--- src/rtl/sha_digest_axis_tx.sv ---
`default_nettype none
// +----------------------------------------------------------------------------+
// | sha_digest_axis_tx: captures a final Keccak state and streams the truncated |
// | digest as AXI4-Stream beats. Optional macro: SHA_TX_RAW_STATE_EN.           |
// | Revision: 1.0                                                               |
// +----------------------------------------------------------------------------+
module sha_digest_axis_tx #(
  parameter int WIDTH = 16
) (
  input  logic               ACLK,
  input  logic               ARESETn,
  input  logic [1599:0]      state_i,
  input  logic               digest_valid_i,
  output logic               digest_ready_o,
  input  logic [1:0]         sha_sel_i,
  input  logic               mode_i,
  output logic               TVALID_o,
  input  logic               TREADY_i,
  output logic [WIDTH-1:0]   TDATA_o,
  output logic               TLAST_o,
  output logic [WIDTH/8-1:0] TKEEP_o,
  output logic [WIDTH/8-1:0] TSTRB_o,
  output logic [1:0]         TUSER_o,
  output logic               TID_o,
  output logic [7:0]         TDEST_o,
  output logic               busy_o
);

  localparam int BYTES = WIDTH / 8;

  if (WIDTH != 8 && WIDTH != 16 && WIDTH != 32) begin : g_width_check
    $error("sha_digest_axis_tx: WIDTH must be 8, 16 or 32");
  end

  typedef enum logic [0:0] {
    IDLE = 1'b0,
    SEND = 1'b1
  } state_t;

  state_t             state_q;
  logic [1599:0]      shreg_q;
  logic [WIDTH-1:0]   tdata_q;
  logic               tvalid_q;
  logic               tlast_q;
  logic [BYTES-1:0]   keep_q;
  logic [1:0]         user_q;
  logic               tid_q;
  logic [7:0]         dest_q;
  logic [7:0]         last_idx_q;
  logic               busy_q;
  logic               ready_q;

  logic [7:0]         last_idx_d;
  logic               tid_d;

  // Lowest-addressed byte of the slice goes to the MSBs of the beat.
  function automatic logic [WIDTH-1:0] order_bytes(input logic [WIDTH-1:0] lsb_first);
    logic [WIDTH-1:0] r;
    r = '0;
    for (int i = 0; i < BYTES; i++) begin
      r[WIDTH-1-8*i -: 8] = lsb_first[8*i +: 8];
    end
    return r;
  endfunction

  always_comb begin
    last_idx_d = '0;
    case (sha_sel_i)
      2'd0:    last_idx_d = 8'(224 / WIDTH - 1);
      2'd1:    last_idx_d = 8'(256 / WIDTH - 1);
      2'd2:    last_idx_d = 8'(384 / WIDTH - 1);
      default: last_idx_d = 8'(512 / WIDTH - 1);
    endcase
`ifdef SHA_TX_RAW_STATE_EN
    if (!mode_i) begin
      last_idx_d = 8'(1600 / WIDTH - 1);
    end
    tid_d = mode_i;
`else
    tid_d = 1'b1;
`endif
  end

`ifndef SHA_TX_RAW_STATE_EN
  logic unused_mode;
  assign unused_mode = mode_i;
`endif

  always_ff @(posedge ACLK) begin
    if (!ARESETn) begin
      state_q    <= IDLE;
      tdata_q    <= '0;
      tvalid_q   <= 1'b0;
      tlast_q    <= 1'b0;
      keep_q     <= '0;
      user_q     <= '0;
      tid_q      <= 1'b0;
      dest_q     <= '0;
      last_idx_q <= '0;
      busy_q     <= 1'b0;
      ready_q    <= 1'b0;
    end else begin
      case (state_q)
        IDLE: begin
          ready_q <= 1'b1;
          if (digest_valid_i && ready_q) begin
            state_q    <= SEND;
            ready_q    <= 1'b0;
            busy_q     <= 1'b1;
            tvalid_q   <= 1'b1;
            tlast_q    <= 1'b0;
            keep_q     <= '1;
            dest_q     <= '0;
            last_idx_q <= last_idx_d;
            user_q     <= sha_sel_i;
            tid_q      <= tid_d;
            tdata_q    <= order_bytes(state_i[WIDTH-1:0]);
            shreg_q    <= state_i >> WIDTH;
          end
        end
        SEND: begin
          if (tvalid_q && TREADY_i) begin
            if (tlast_q) begin
              state_q  <= IDLE;
              ready_q  <= 1'b1;
              busy_q   <= 1'b0;
              tvalid_q <= 1'b0;
              tlast_q  <= 1'b0;
              keep_q   <= '0;
              dest_q   <= '0;
              tdata_q  <= '0;
            end else begin
              dest_q  <= dest_q + 8'd1;
              tlast_q <= (dest_q + 8'd1 == last_idx_q);
              tdata_q <= order_bytes(shreg_q[WIDTH-1:0]);
              shreg_q <= shreg_q >> WIDTH;
            end
          end
        end
      endcase
    end
  end

  assign digest_ready_o = ready_q;
  assign TVALID_o       = tvalid_q;
  assign TDATA_o        = tdata_q;
  assign TLAST_o        = tlast_q;
  assign TKEEP_o        = keep_q;
  assign TSTRB_o        = keep_q;
  assign TUSER_o        = user_q;
  assign TID_o          = tid_q;
  assign TDEST_o        = dest_q;
  assign busy_o         = busy_q;

endmodule
`default_nettype wire

--- config.mk ---
export PLATFORM = sky130hd
export DESIGN_NAME = sha_digest_axis_tx
export DESIGN_NICKNAME = d
export VERILOG_FILES = /design/src/rtl/sha_digest_axis_tx.sv
export SDC_FILE = /design/constraint.sdc
export NUM_CORES = 2
export LEC_CHECK = 0
export ABC_AREA = 0
export CAP_MARGIN = 25
export CORE_AREA = 10 10 634 636
export DETAILED_ROUTE_END_ITERATION = 10
export DIE_AREA = 0 0 644 646
export PLACE_DENSITY = 0.41
export SLEW_MARGIN = 10
export SYNTH_ARGS = -nofsm -noshare
export SYNTH_HDL_FRONTEND = slang
export SYNTH_SLANG_ARGS = --single-unit
--- constraint.sdc ---
create_clock -name ACLK -period 69.8 [get_ports ACLK]
set_input_delay 6.98 -clock ACLK [delete_from_list [all_inputs] [get_ports ACLK]]
set_output_delay 6.98 -clock ACLK [all_outputs]
set_load 0.01 [all_outputs]
==> summary.txt <==
Timing
  • Final Hold Viols: 0
  • Unrepaired setup endpoints after global routing: no
  • Setup_tns: 0 ns
  • Min Tclk post-route: ~13 ns
  • Slew Viols, Final: 0
  • Max Clk Rate: 74.6 MHz
  • Skew final: slightly below 0.07 ns
  • Fin crit share: 19.2%
  • Final setup violation count: 0
  • Pin slew with the least headroom to its limit: 1.16 ns
  • Relative slew slack: 22.4%

Logic synthesis
  • Mapped Cells: 3524
  • Seq/Total Area, Yosys: 70.7%
  • Most instantiated cells after synthesis: 1584 x edfxtp_1, 1568 x mux2_2, 155 x buf_4, 34 x dfxtp_1, 32 x buf_2
  • Post-synth top area cell: edfxtp_1
  • Cell area after synthesis: slightly below 70000 um2
  • Post-Synthesis Net Count: 5132
  • Yosys Warn Count: 0
  • Ranking of synthesized cells by area: edfxtp_1 70%, mux2_2 26%, buf_4 1.7%
  • Cell with the most instances after synthesis: edfxtp_1
  • Ys flop type: edfxtp_1
  • Share of the synthesized area in the top cell type: 69.7%
  • Number of enable flip-flop cells after synthesis: roughly 1.6k
  • Syn Area/Cell: approximately 19 um2
  • Synthesized flop and latch total: roughly 1.6k
  • Asr flop ratio synth: 0%
  • Cell variety after synth: 41

Critical path
  • R2R setup slack: 62.30 ns
  • Crit path max fanout: 60
  • Worst r2r dst: shreg_q[929]$_DFFE_PP_
  • Worst setup endpoint: shreg_q[929]$_DFFE_PP_
  • CP arrival: 13.85 ns
  • Worst reg-to-reg path cell count: 10
  • R2R Path Start: state_q$_SDFF_PN0_
  • Startpoint Class: primary input
  • Crit. End Element: flop
  • Crit path from: TREADY_i
  • Worst Path Required: 70.25 ns
  • Crit Path Category: primary input to flop

Placement
  • Hpwl dp: 208 mm
  • DP Cell Count: a little over 10k
  • IO Port Bufs: about 1.6k
  • Routability Congestion: just over 0.8

Clock network
  • H-tree level count: 4
  • Clock tree buffer depth: 4
  • TritonCTS clock tree: built
  • Hold buffers post-CTS: 0
  • Clk_lat worst skew: 0.89 ns
  • PostCTS Resize Cnt: 0
  • Clock sink total: 1618
  • Root cell of the clock tree: clkbuf_16
  • Reg clk slew, reported paths: 0.06 ns
  • Num CTS Buffers: 200
  • Setup repair bufs after CTS: 0

Layout
  • Post-Layout Cell Count: 10.7k
  • Area grow syn2layout: 41.7%
  • Final #Nets: 6829
  • Layout cells sized above 1: a little over a third
  • Core Util, Final: 24.9%

Pwr
  • Max VDD drop: 19.8 uV
  • Power Total: approximately 2.4 mW
  • Static Leak: 30.5 nW
  • Power Density: 24.8 nW/um2

Global route
  • First-pass GRT wire length: 354 mm
  • Initial antenna violation count: 257
  • Congestion Overflow GR: 0
  • Largest net degree at the start of global routing: 164
  • Vias in the first global route: 41.8k
  • GRT Total Usage: 12.2%

Floorplanning
  • Total I/O pin count: 1642
  • Core area: 389000 um2
  • Die Y: 646 um
  • Die area: 416000 um2
  • Initial Util: 17.6%
  • Row count: 229
  • Die outline width: 644 um

Flow run
  • # Max-Cap Violations: 0

Routing
  • Drt drc: 0
  • Routed Antenna Nets: 0
  • Iteration-0 DRC Markers: ~2.2k
  • WL/cell: 25.1 um
  • Vias: roughly 40k
  • Initial DRT Pass Iterations: 5
  • Final wirelength: 268 mm
  • Via density per instance: 3.65

Min path
  • Hold Path Depth: 2
  • Hold Crit Class: flop to flop

Run status
  • Status: finished clean
## critical path: stages
cell and delay, ns:
clkdlybuf4s50_1 0.55, nand3_1 0.12, nand2_1 0.47, and3_4 0.74, buf_4 0.78, buf_4 0.66, buf_4 0.67, buf_4 0.70
buf_4 0.44, buf_4 0.69, buf_4 0.77
## area by class of cell
class | count | area (um2)
fillers | 40296 | 292000
flip-flops and latches | 1618 | 48300
multi-input cells | 1711 | 18600
repair buffers | 1689 | 16900
well taps | 5197 | 6500
clock buffers | 263 | 5280
clock inverters | 100 | 881
diodes | 86 | 215
inverters | 1 | 3.75
## layer usage
layer	GRT usage [%]	wire, um	vias to the layer above
li1	-	-	17465
met4	3.16	7570	184
met1	11.7	88600	19252
met3	5.17	23500	632
met2	23.5	147000	1344
met5	0	1190	-
## sequential cells by signal, indices dropped and copies added, names as in the netlist
register	flops
TDATA_o	16
last_idx_q	4
TUSER_o	2
TDEST_o	8
digest_ready_o	1
TKEEP_o	1
TLAST_o	1
shreg_q	1584
state_q	1
## cell families (layout without fill, tap and decap cells)
kind of cell / after synthesis / after routing / synth area share, %
compound gates: 40 / 40 / 0.479
mux: 1569 / 1569 / 25.9
buf+inv: 195 / 2053 / 2.02
other cells: 0 / 86 / 0
simple gates: 95 / 95 / 0.816
xor+xnor: 6 / 6 / 0.0770
flops: 1618 / 1618 / 70.7
fa+ha+maj: 1 / 1 / 0.0183
## stage by stage
stage          instance area [um2]  hold slack, ns  setup WS, ns
3_3_place_gp                 90200           0.472         54.76
5_1_grt                      96600           0.518         55.94
3_5_place_dp                 90300           0.470         55.26
2_1_floorplan                68200           0.455         24.61
6_report                     96700           0.480         56.39
4_1_cts                      96400           0.481         56.21
## where the power goes
part	switching (mW)	internal, mW
Combinational	0.0952	0.163
Clock	0.434	0.573
Sequential	0.0135	1.12
## worst min-delay path by stage
stage / start / to / slack (ns)
floorplan: last_idx_q[4]$_SDFFE_PN0P_ / last_idx_q[4]$_SDFFE_PN0P_ / 0.46
global placement: TUSER_o[0]$_SDFFE_PN0P_ / TUSER_o[0]$_SDFFE_PN0P_ / 0.47
detailed placement: TUSER_o[0]$_SDFFE_PN0P_ / TUSER_o[0]$_SDFFE_PN0P_ / 0.47
CTS: TUSER_o[0]$_SDFFE_PN0P_ / TUSER_o[0]$_SDFFE_PN0P_ / 0.48
global route: TUSER_o[1]$_SDFFE_PN0P_ / TUSER_o[1]$_SDFFE_PN0P_ / 0.52
finish: TUSER_o[0]$_SDFFE_PN0P_ / TUSER_o[0]$_SDFFE_PN0P_ / 0.48
## cell usage in the layout (no fill, tap or decap), types with 3 or more instances in the layout
cell type	instances
clkdlybuf4s50_1	1640
edfxtp_1	1584
mux2_2	1568
clkbuf_16	200
diode_2	86
clkbuf_1	59
clkinv_1	42
buf_4	39
clkinv_2	35
dfxtp_1	33
nor2b_1	29
nor2_1	13
nand2_1	12
bufinv_16	11
nand3_1	10
nor3b_1	9
a222oi_1	8
a21boi_0	8
a221oi_1	8
buf_12	7
o21ai_0	5
xnor2_1	4
clkinv_16	4
clkbuf_8	4
a21oi_1	3
nor3_1	3
o211a_1	3
and3_1	3
nand4_1	3
inv_6	3
buf_16	3
(Power assumes the default switching activity.)
